**config.mk**
```make
export PLATFORM = sky130hd
export DESIGN_NAME = fetch_unit
export DESIGN_NICKNAME = d
export VERILOG_FILES = /design/src/rtl/matrak_pkg.sv /design/src/rtl/fetch_fifo.sv /design/src/rtl/fetch_unit.sv
export SDC_FILE = /design/constraint.sdc
export NUM_CORES = 1
export LEC_CHECK = 0
export BUFFER_PORTS_ARGS = -buffer_cell sky130_fd_sc_hd__buf_2
export CORE_MARGIN = 2
export CORE_UTILIZATION = 53
export CTS_BUF_LIST = sky130_fd_sc_hd__clkbuf_4 sky130_fd_sc_hd__clkbuf_8
export CTS_CLUSTER_DIAMETER = 120
export DETAILED_ROUTE_END_ITERATION = 10
export GPL_TIMING_DRIVEN = 0
export HOLD_SLACK_MARGIN = 0.03
export PLACE_DENSITY = 0.77
export SLEW_MARGIN = 20
export SYNTH_ARGS = -nofsm -noshare
export SYNTH_HDL_FRONTEND = slang
export SYNTH_SLANG_ARGS = --single-unit
```
**constraint.sdc**
```tcl
create_clock -name clk_i -period 3.6 [get_ports clk_i]
set_input_delay 0.36 -clock clk_i [delete_from_list [all_inputs] [get_ports clk_i]]
set_output_delay 0.36 -clock clk_i [all_outputs]
set_load 0.02 [all_outputs]
```
**src/rtl/matrak_pkg.sv**
```systemverilog
// Shared definitions for the matrak core front end.
//   RESET_ADDR_DEFAULT : default first fetch address after reset
//   INST_W             : instruction word width
//   NOP_INST           : canonical no-operation encoding (addi x0,x0,0)
//   fetch_entry_t      : one instruction queue entry {pc, inst}
package matrak_pkg;

  localparam logic [31:0]       RESET_ADDR_DEFAULT = 32'h0000_0000;
  localparam int unsigned       INST_W             = 32;
  localparam logic [INST_W-1:0] NOP_INST           = 32'h0000_0013;

  typedef struct packed {
    logic [31:0]       pc;
    logic [INST_W-1:0] inst;
  } fetch_entry_t;

endpackage

```
**src/rtl/fetch_fifo.sv**
```systemverilog
// Synchronous instruction queue of {pc, inst} entries.
// Ports:
//   i_clk, i_rst_n : clock, asynchronous active-low reset
//   i_flush        : empty the queue (wins over push and pop)
//   i_push, i_data : write one entry (accepted when not full or popping)
//   i_pop          : remove the head entry (ignored when empty)
//   o_data         : head entry, registered storage (no fall-through)
//   o_full, o_empty, o_count : occupancy status
module fetch_fifo
  import matrak_pkg::*;
#(
  parameter int unsigned DEPTH = 2
) (
  input  logic                             i_clk,
  input  logic                             i_rst_n,
  input  logic                             i_flush,
  input  logic                             i_push,
  input  fetch_entry_t                     i_data,
  input  logic                             i_pop,
  output fetch_entry_t                     o_data,
  output logic                             o_full,
  output logic                             o_empty,
  output logic [$clog2(DEPTH + 1)-1:0]     o_count
);

  localparam int unsigned PW = (DEPTH > 1) ? $clog2(DEPTH) : 1;
  localparam int unsigned CW = $clog2(DEPTH + 1);

  fetch_entry_t  r_mem [DEPTH];
  logic [PW-1:0] r_wp;
  logic [PW-1:0] r_rp;
  logic [CW-1:0] r_cnt;
  logic          w_do_push;
  logic          w_do_pop;

  // Pointers wrap at DEPTH-1 so non power-of-two depths work.
  function automatic logic [PW-1:0] ptr_next(input logic [PW-1:0] p);
    return (p == PW'(DEPTH - 1)) ? '0 : p + PW'(1);
  endfunction

  assign o_empty   = (r_cnt == '0);
  assign o_full    = (r_cnt == CW'(DEPTH));
  assign o_count   = r_cnt;
  assign o_data    = r_mem[r_rp];
  assign w_do_pop  = i_pop & ~o_empty;
  // A push into a full queue is legal when the head leaves in the same cycle.
  assign w_do_push = i_push & (~o_full | w_do_pop);

  // Pointer and occupancy bookkeeping; flush overrides push/pop.
  always_ff @(posedge i_clk or negedge i_rst_n) begin
    if (!i_rst_n) begin
      r_wp  <= '0;
      r_rp  <= '0;
      r_cnt <= '0;
    end else if (i_flush) begin
      r_wp  <= '0;
      r_rp  <= '0;
      r_cnt <= '0;
    end else begin
      if (w_do_push) r_wp <= ptr_next(r_wp);
      if (w_do_pop)  r_rp <= ptr_next(r_rp);
      if (w_do_push && !w_do_pop)      r_cnt <= r_cnt + CW'(1);
      else if (w_do_pop && !w_do_push) r_cnt <= r_cnt - CW'(1);
    end
  end

  // Entry storage; cleared on reset so the head reads as zero.
  always_ff @(posedge i_clk or negedge i_rst_n) begin
    if (!i_rst_n) begin
      for (int i = 0; i < int'(DEPTH); i++) r_mem[i] <= '0;
    end else if (w_do_push && !i_flush) begin
      r_mem[r_wp] <= i_data;
    end
  end

endmodule

```
**src/rtl/fetch_unit.sv**
```systemverilog
// Instruction fetch unit: issues in-order word fetches to instruction
// memory, queues returned words with their addresses, and hands them to
// decode with a valid/ready handshake. A redirect flushes the queue and
// discards responses still in flight.
// Ports:
//   clk_i, rst_ni                  : clock, asynchronous active-low reset
//   imem_req_o/imem_addr_o         : fetch request and word address
//   imem_gnt_i                     : request accepted this cycle
//   imem_rvalid_i/imem_rdata_i     : in-order response
//   redirect_i/redirect_pc_i       : flush and restart at new PC
//   inst_valid_o/inst_ready_i      : decode handshake
//   inst_o/pc_o                    : instruction and its address
module fetch_unit
  import matrak_pkg::*;
#(
  parameter logic [31:0] RESET_ADDR = RESET_ADDR_DEFAULT,
  parameter int unsigned DEPTH      = 2
) (
  input  logic              clk_i,
  input  logic              rst_ni,
  output logic              imem_req_o,
  output logic [31:0]       imem_addr_o,
  input  logic              imem_gnt_i,
  input  logic              imem_rvalid_i,
  input  logic [INST_W-1:0] imem_rdata_i,
  input  logic              redirect_i,
  input  logic [31:0]       redirect_pc_i,
  output logic              inst_valid_o,
  input  logic              inst_ready_i,
  output logic [INST_W-1:0] inst_o,
  output logic [31:0]       pc_o
);

  localparam int unsigned PW       = (DEPTH > 1) ? $clog2(DEPTH) : 1;
  localparam int unsigned CW       = $clog2(DEPTH + 1);
  localparam logic [31:0] START_PC = RESET_ADDR & 32'hFFFF_FFFC;

  logic          r_run;
  logic [31:0]   r_pc;
  logic [CW-1:0] r_inflight;
  logic [CW-1:0] r_discard;
  logic [31:0]   r_tag [DEPTH];
  logic [PW-1:0] r_tag_wp;
  logic [PW-1:0] r_tag_rp;

  logic          w_grant;
  logic          w_pop;
  logic          w_push;
  logic          w_drop;
  logic [CW-1:0] w_inflight_nxt;
  logic [CW:0]   w_total;
  fetch_entry_t  w_push_entry;
  fetch_entry_t  w_head;
  logic          w_fifo_full;
  logic          w_fifo_empty;
  logic [CW-1:0] w_fifo_cnt;

  function automatic logic [PW-1:0] ptr_next(input logic [PW-1:0] p);
    return (p == PW'(DEPTH - 1)) ? '0 : p + PW'(1);
  endfunction

  assign inst_valid_o = ~w_fifo_empty;
  assign inst_o       = w_head.inst;
  assign pc_o         = w_head.pc;
  assign imem_addr_o  = r_pc;

  assign w_pop   = inst_valid_o & inst_ready_i;
  assign w_grant = imem_req_o & imem_gnt_i;
  assign w_drop  = (r_discard != '0);
  assign w_push  = imem_rvalid_i & ~redirect_i & ~w_drop;

  // Queue slots freed by this cycle's pop count as available, which is what
  // lets a zero-wait memory sustain one instruction per cycle at DEPTH=2.
  assign w_total = {1'b0, w_fifo_cnt} + {1'b0, r_inflight} - {{CW{1'b0}}, w_pop};
  assign imem_req_o = r_run & ~(w_fifo_full & ~w_pop) & (w_total < (CW+1)'(DEPTH));

  assign w_inflight_nxt = r_inflight + CW'(w_grant) - CW'(imem_rvalid_i);
  // Responses return in order, so the oldest tag is the response address.
  assign w_push_entry   = {r_tag[r_tag_rp], imem_rdata_i};

  // Fetch PC, in-flight/discard counters and tag pointers.
  always_ff @(posedge clk_i or negedge rst_ni) begin
    if (!rst_ni) begin
      r_run      <= 1'b0;
      r_pc       <= START_PC;
      r_inflight <= '0;
      r_discard  <= '0;
      r_tag_wp   <= '0;
      r_tag_rp   <= '0;
    end else begin
      r_run      <= 1'b1;
      r_inflight <= w_inflight_nxt;
      // Tags track every request, including ones that will be discarded,
      // so they stay aligned with the response stream across redirects.
      if (w_grant)       r_tag_wp <= ptr_next(r_tag_wp);
      if (imem_rvalid_i) r_tag_rp <= ptr_next(r_tag_rp);
      if (redirect_i) begin
        r_pc      <= redirect_pc_i & 32'hFFFF_FFFC;
        r_discard <= w_inflight_nxt;
      end else begin
        if (w_grant)                r_pc      <= r_pc + 32'd4;
        if (imem_rvalid_i && w_drop) r_discard <= r_discard - CW'(1);
      end
    end
  end

  // Address tag storage for outstanding requests.
  always_ff @(posedge clk_i or negedge rst_ni) begin
    if (!rst_ni) begin
      for (int i = 0; i < int'(DEPTH); i++) r_tag[i] <= 32'h0;
    end else if (w_grant) begin
      r_tag[r_tag_wp] <= r_pc;
    end
  end

  fetch_fifo #(
    .DEPTH (DEPTH)
  ) u_fifo (
    .i_clk   (clk_i),
    .i_rst_n (rst_ni),
    .i_flush (redirect_i),
    .i_push  (w_push),
    .i_data  (w_push_entry),
    .i_pop   (w_pop),
    .o_data  (w_head),
    .o_full  (w_fifo_full),
    .o_empty (w_fifo_empty),
    .o_count (w_fifo_cnt)
  );

endmodule

```
==> results.md, run 1 <==
- Total gr overflow: 0
- CP Class: flop to flop
- Final Hold Viols: 0
- Fin. max-slew vios: 0
- FF+latch area: 5630 sq um
- Top post-synthesis cells by area: dfrtp_1, mux2_2, o21ai_0, mux2i_1, nand2_1
- Antenna-violating nets left: 0
- Setup TNS: 0 ps
- Drt drc: 0
- Routed len/inst: 17.3 um
- Hold Crit Depth: 3
- Switching share of total power: 33.9%
- Clock Latency Late Sink: 540 ps
- GR Util All Layers: 22.9%
- Vias in the first global route: 7170
- CP max stage delay: 480 ps
- Reg-to-reg critical path startpoint: u_fifo.o_count[1]$_DFFE_PN0P_
- Layout overhead on the synthesized area: 21.5%
- Final Non-Filler Cells: 1310
- Crit path from: u_fifo.o_count[1]$_DFFE_PN0P_
- WP buf/inv: 3
- Top-area cell type share of the netlist area: 55.9%
- CP max FO: 10
- Via count: 7081
- Number of buffers created by CTS: 38
- Yosys top cell by area: dfrtp_1
- Psw: 3.31 mW
- Worst-path clk slew: 60 ps
- R2r worst-path depth: 16
- Delay-heaviest family, CP: adder cells
- DP Cell Count: 1230
- RSZ-0062 raised after global routing: yes
- Reg power frac: 40.7%
- Post-Synthesis Cells: 830
- Relative slew slack: 46.6%
- # diodes: 0
- Die area: 20100 sq um
- Clock Sinks: 225
- Min-delay worst type: input pin to flop
- CP Cell Sequence: nor2_4, nor2b_2, ha_1, nand2b_1, fa_1, nand2_1, nand4bb_1, buf_4, buf_2, ha_1, inv_1, ha_1, xnor2_2, xnor2_2, nand2_1, o21ai_0
- Skew final: 22.1 ps
- Status: finished clean
- DR vias/cell: 5.41
- Setup Viol. Count Final: 0
- Worst hold slack: 43.1 ps
- Post-synth top flop: dfrtp_1
- Pre-antenna DRT Iters: 4
- Initial antenna violation count: 0
- Core area: 18700 sq um
- Crit. End Element: flop
- EDFF count, synth: 0
- Syn. warnings: 0
- Die width: 142 um
- CTS tree: built
- Cell Rows: 50
- Worst Path Required: 4000 ps
- Leak: 5.69 nW
- Worst vdd rail ir drop: 414 uV
- Crit path arrival time: 3880 ps
- Fin crit share: 96.7%
- R2r endpoint: r_discard[1]$_DFFE_PN0P_
- Clk pwr share: 23.8%
- Initial Util: 53.9%
- Pint: 6.44 mW
- Top post-synthesis cells by count: dfrtp_1, mux2_2, nand2_1, o21ai_0, nor2_1
- Clock root buffer: clkbuf_8
- I/O pins: 168
- Number of synthesized register bits: 225
- GPL Wtd Cong: 0.862
- Die Ht: 142 um
- Crit-path most repeated cell: ha_1
- WP depth: 16
- Filler Cell Count: 1453
- Seq/Total Area, Yosys: 55.9%
- Area of the multi-input gates: 4210 sq um
- Post-route minimum period: 3480 ps
- Top-count cell post-synth: dfrtp_1
- Combinational power share: 35.4%
- Share of cells above drive strength 1: 41.1%
- Synthesized area per cell: 12.1 sq um
- Cell variety after synth: 39
- Final Power: 9.74 mW
- Flop2flop setup slack: 120 ps
- Cell Pwr Density: 795 nW/um^2
- Pin count of the biggest net entering global routing: 102
- Max_cap viols: 0
- Final Util: 65.5%
- IO Port Bufs: 161
- Detailed placement HPWL: 15500 um
- Critical path launch point type: flop
- Asr flop ratio synth: 100%
- Drt total wl: 22700 um
- DR iter-0 viols: 232
- Buffer levels on the longest clock path: 3
- Slowest-stage cell, CP: fa_1
- H-tree depth reported by CTS: 2
- Slew @ Worst Pin: 801 ps
- Hold wc startpoint: redirect_pc_i[29]
- Hold worst-path end: imem_addr_o[29]$_DFFE_PN0P_
- FMAX: 287 MHz
- Nets: 1131
- Post-Syn Area: 10100 sq um
- First-pass GRT wire length: 36300 um
-- power by group through the flow --
stage               Clock, mW  Sequential, mW  Combinational (mW)
floorplan                   0            3.88                2.47
global placement            0            3.95                3.34
detailed placement          0            4.00                3.41
CTS                      2.38            3.96                3.45
global route             2.48            4.08                3.75
finish                   2.32            3.97                3.45
-- sequential cells by signal, summed over array words and instances (netlist names) --
name,count
r_discard,2
r_tag_wp,1
imem_addr_o,30
r_tag_rp,1
u_fifo.o_count,2
u_fifo.r_mem,124
r_run,1
u_fifo.r_rp,1
r_tag,60
r_inflight,2
u_fifo.r_wp,1
-- area by class of cell --
cell class | count | area share [%]
clock buffer | 62 | 6.41
multi-input combinational | 543 | 34.3
timing repair buffer | 181 | 8.58
sequential | 225 | 46.0
buffer | 54 | 1.95
tap | 234 | 2.39
inverter | 11 | 0.337
-- how the worst max path moves through the flow --
| stage | end | slack [ps] |
|---|---|---|
| final | r_discard[1]$_DFFE_PN0P_ | 120 |
| after global routing | r_discard[1]$_DFFE_PN0P_ | -70 |
| after CTS | r_discard[1]$_DFFE_PN0P_ | 10 |
| after detailed placement | r_discard[1]$_DFFE_PN0P_ | -5 |
| after global placement | u_fifo.r_mem[4]$_DFFE_PN0P_ | -1670 |
| after floorplan | r_tag[27]$_DFFE_PN0P_ | 420 |
-- through the flow --
| stage | cell area [sq um] | setup WS [ps] |
|---|---|---|
| after CTS | 12200 | 13.0 |
| after floorplan | 10100 | 423 |
| final | 12200 | 117 |
| after global routing | 12200 | -69.1 |
| after detailed placement | 11300 | -4.75 |
| after global placement | 11200 | -1670 |
-- repair_timing --
action                                  4_1_cts  5_1_grt
pin swaps                                     0        0
hold buffers                                 18        0
cloned                                        0        0
resized for setup                             1        8
endpoints found under the setup margin        1       30
buffers inserted                              0        0
endpoints found under the hold margin        81        0
-- metal layers --
metal	wire length, um	vias to the layer above	global-route usage, %
met5	0	-	0
met4	397	0	7.11
met3	1360	32	4.05
met2	10700	227	37.4
met1	10200	3477	31.4
li1	-	3345	-
-- cell families after synthesis --
group           share of synthesized area [%]
flops                                    55.9
mux                                      23.6
simple gates                             8.48
compound gates                           5.28
buf+inv                                  2.76
xor+xnor                                 2.95
fa+ha+maj                               0.944
other cells                            0.0745
-- worst reg2reg max path, delay by kind of cell, from the launching register on --
kind / cells / cell delay, ps
fa+ha+maj: 4 / 1250
simple gates: 6 / 780
buf+inv: 3 / 480
flops: 1 / 450
xor+xnor: 2 / 310
compound gates: 1 / 80
-- layout by cell type (no fill, tap or decap), drive strengths merged, types with 7 or more instances in the layout --
cell type / synthesis / routed
clkbuf: 32 / 94
o21ai: 66 / 66
dfrtp: 225 / 225
nand4: 7 / 7
xnor2: 30 / 30
nand2: 75 / 75
nor2: 39 / 39
nand3: 12 / 12
mux2i: 31 / 31
mux2: 184 / 184
buf: 22 / 185
nor4: 14 / 14
inv: 11 / 11
nor3: 10 / 10
dlygate4sd3: 0 / 18
a21oi: 33 / 33
No activity file was read; power rests on OpenSTA's default activity.
==> run 2: changes to the inputs <==
--- a/config.mk
+++ b/config.mk
@@ -6,14 +6,14 @@
 export NUM_CORES = 1
 export LEC_CHECK = 0
 export BUFFER_PORTS_ARGS = -buffer_cell sky130_fd_sc_hd__buf_2
-export CORE_MARGIN = 2
-export CORE_UTILIZATION = 53
+export CORE_MARGIN = 3
+export CORE_UTILIZATION = 56
 export CTS_BUF_LIST = sky130_fd_sc_hd__clkbuf_4 sky130_fd_sc_hd__clkbuf_8
 export CTS_CLUSTER_DIAMETER = 120
 export DETAILED_ROUTE_END_ITERATION = 10
 export GPL_TIMING_DRIVEN = 0
 export HOLD_SLACK_MARGIN = 0.03
-export PLACE_DENSITY = 0.77
+export PLACE_DENSITY = 0.8
 export SLEW_MARGIN = 20
 export SYNTH_ARGS = -nofsm -noshare
 export SYNTH_HDL_FRONTEND = slang
==> run 2 against run 1 <==
Against the previous run:
- sequential power hardly changed
- via count up 1.9%
- first-iteration DRC count up 16%
- power is 0.55% higher
- fmax increased by 4.5%
- worst setup slack gained 150 ps
- sequential share of layout area shrank 0.29 points
- largest cell class unchanged
- cell count rose by 0.38%
- global-route usage is 0.88 points higher
==> results.md, run 2 (same netlist as run 1, synthesis figures left out) <==
- Number of buffers created by CTS: 39
- Reg power frac: 40.6%
- Pre-antenna DRT Iters: 5
- Via count: 7213
- Clock Sinks: 225
- DR vias/cell: 5.49
- Drt total wl: 23000 um
- Routed len/inst: 17.5 um
- Min-delay worst type: input pin to flop
- FMAX: 300 MHz
- DR iter-0 viols: 268
- I/O pins: 168
- Buffer levels on the longest clock path: 3
- Clock root buffer: clkbuf_8
- Most frequent cells in the layout: dfrtp_1, mux2_2, buf_2
- Filler Cell Count: 1287
- Psw: 3.35 mW
- Skew final: 28.1 ps
- Pint: 6.44 mW
- Pin count of the biggest net entering global routing: 90
- Nets: 1140
- Relative slew slack: 47.3%
- Placed cell areas: 11200 sq um
- IO Port Bufs: 161
- Flop2flop setup slack: 270 ps
- Final Cell Area: 12300 sq um
- H-tree depth reported by CTS: 2
- Initial antenna violation count: 0
- CP Class: flop to flop
- Drt drc: 0
- Crit path from: u_fifo.o_count[1]$_DFFE_PN0P_
- Initial Util: 57.7%
- Total gr overflow: 0
- CTS tree: built
- Crit path to: r_discard[1]$_DFFE_PN0P_
- Detailed placement HPWL: 15700 um
- Final Hold Viols: 0
- Worst hold slack: 56.2 ps
- Final Non-Filler Cells: 1315
- R2r worst-path depth: 15
- Switching share of total power: 34.2%
- Post-route minimum period: 3330 ps
- First-pass GRT wire length: 37900 um
- Clock Latency Late Sink: 540 ps
- DP Cell Count: 1221
- R2r endpoint: r_discard[1]$_DFFE_PN0P_
- Max FFs per register: 124
- Combinational power share: 35.4%
- Fin. max-slew vios: 0
- Biggest register: u_fifo.r_mem
- Die width: 140 um
- # diodes: 0
- Cell Rows: 48
- Max_cap viols: 0
- Reg-to-reg critical path startpoint: u_fifo.o_count[1]$_DFFE_PN0P_
- CP max FO: 19
- Die area: 19600 sq um
- Worst-path clk slew: 60 ps
- Cell Pwr Density: 795 nW/um^2
- Status: finished clean
- GR Util All Layers: 23.7%
- Vias in the first global route: 7523
- GPL Wtd Cong: 0.834
- Clk pwr share: 24.0%
- Crit. End Element: flop
- Final Power: 9.80 mW
- Layout overhead on the synthesized area: 22.3%
- Worst Path Required: 4060 ps
- Slew @ Worst Pin: 791 ps
- Leak: 5.74 nW
- Fin crit share: 92.6%
- Commonest non-fill, non-tap cell in the layout: dfrtp_1
- Worst vdd rail ir drop: 401 uV
- Antenna-violating nets left: 0
- Critical path launch point type: flop
- Core area: 17500 sq um
- Share of cells above drive strength 1: 41.1%
- Die Ht: 140 um
- Setup Viol. Count Final: 0
- Crit path arrival time: 3790 ps
[run 2: worst min-delay path by stage]
| stage | from | to | slack (ps) | depth (start not counted) |
|---|---|---|---|---|
| after floorplan | rst_ni | imem_addr_o[10]$_DFFE_PN0P_ | 60 | 0 |
| after global placement | u_fifo.r_mem[51]$_DFFE_PN0P_ | u_fifo.r_mem[51]$_DFFE_PN0P_ | 450 | 2 |
| after detailed placement | rst_ni | imem_addr_o[29]$_DFFE_PN0P_ | 300 | 1 |
| after global routing | redirect_pc_i[9] | imem_addr_o[9]$_DFFE_PN0P_ | 40 | 3 |
| after CTS | redirect_pc_i[9] | imem_addr_o[9]$_DFFE_PN0P_ | 30 | 3 |
| final | redirect_pc_i[9] | imem_addr_o[9]$_DFFE_PN0P_ | 60 | 3 |
[run 2: critical path: stages (launching register included)]
cell	delay [ps]
dfrtp_2	450
nor2_4	160
nor2b_2	90
ha_1	260
nand2b_1	150
fa_1	490
nand2_1	70
nand4bb_1	250
clkbuf_4	290
ha_1	320
inv_1	40
ha_1	170
xnor2_1	130
xnor2_1	210
nand2_1	70
o21ai_0	90
[run 2: timing repair]
| item | CTS | global route |
|---|---|---|
| pin swaps | 0 | 3 |
| endpoints found under the hold margin | 77 | 0 |
| setup endpoints to repair | 1 | 13 |
| hold buffers | 25 | 0 |
| resized for setup | 2 | 5 |
| buffers inserted | 0 | 2 |
[run 2: cell type report]
cell class	count	area, sq um	share of cell area, %
sequential	225	5630	45.7
multi-input combinational	543	4200	34.0
timing repair buffer	190	1140	9.22
clock buffer	63	773	6.27
tap	225	282	2.28
buffer	53	234	1.90
inverter	11	41.3	0.335
clock inverter	5	31.3	0.254
[run 2: power by group through the flow]
stage	Clock, mW	Sequential (mW)	Combinational (mW)
finish	2.36	3.97	3.47
global route	2.54	4.09	3.78
CTS	2.41	3.97	3.47
detailed placement	0	4.01	3.42
global placement	0	3.94	3.33
floorplan	0	3.88	2.47
[run 2: metal layers]
layer	vias up	share of wire [%]	GRT usage [%]
met5	-	0	0
met4	0	2.0	7.60
li1	3371	-	-
met2	254	48	38.6
met1	3551	44	33.0
met3	37	6.3	3.93
[run 2: per-stage QoR]
| stage | utilization [%] | worst slack [ps] | setup TNS (ps) |
|---|---|---|---|
| 3_5_place_dp | 64.3 | -12.5 | -12.5 |
| 4_1_cts | 70.4 | 78.9 | 0 |
| 6_report | 70.5 | 267 | 0 |
| 5_1_grt | 70.5 | -4.09 | -4.09 |
| 2_1_floorplan | - | 423 | 0 |
| 3_3_place_gp | 63.9 | -1630 | -361880 |
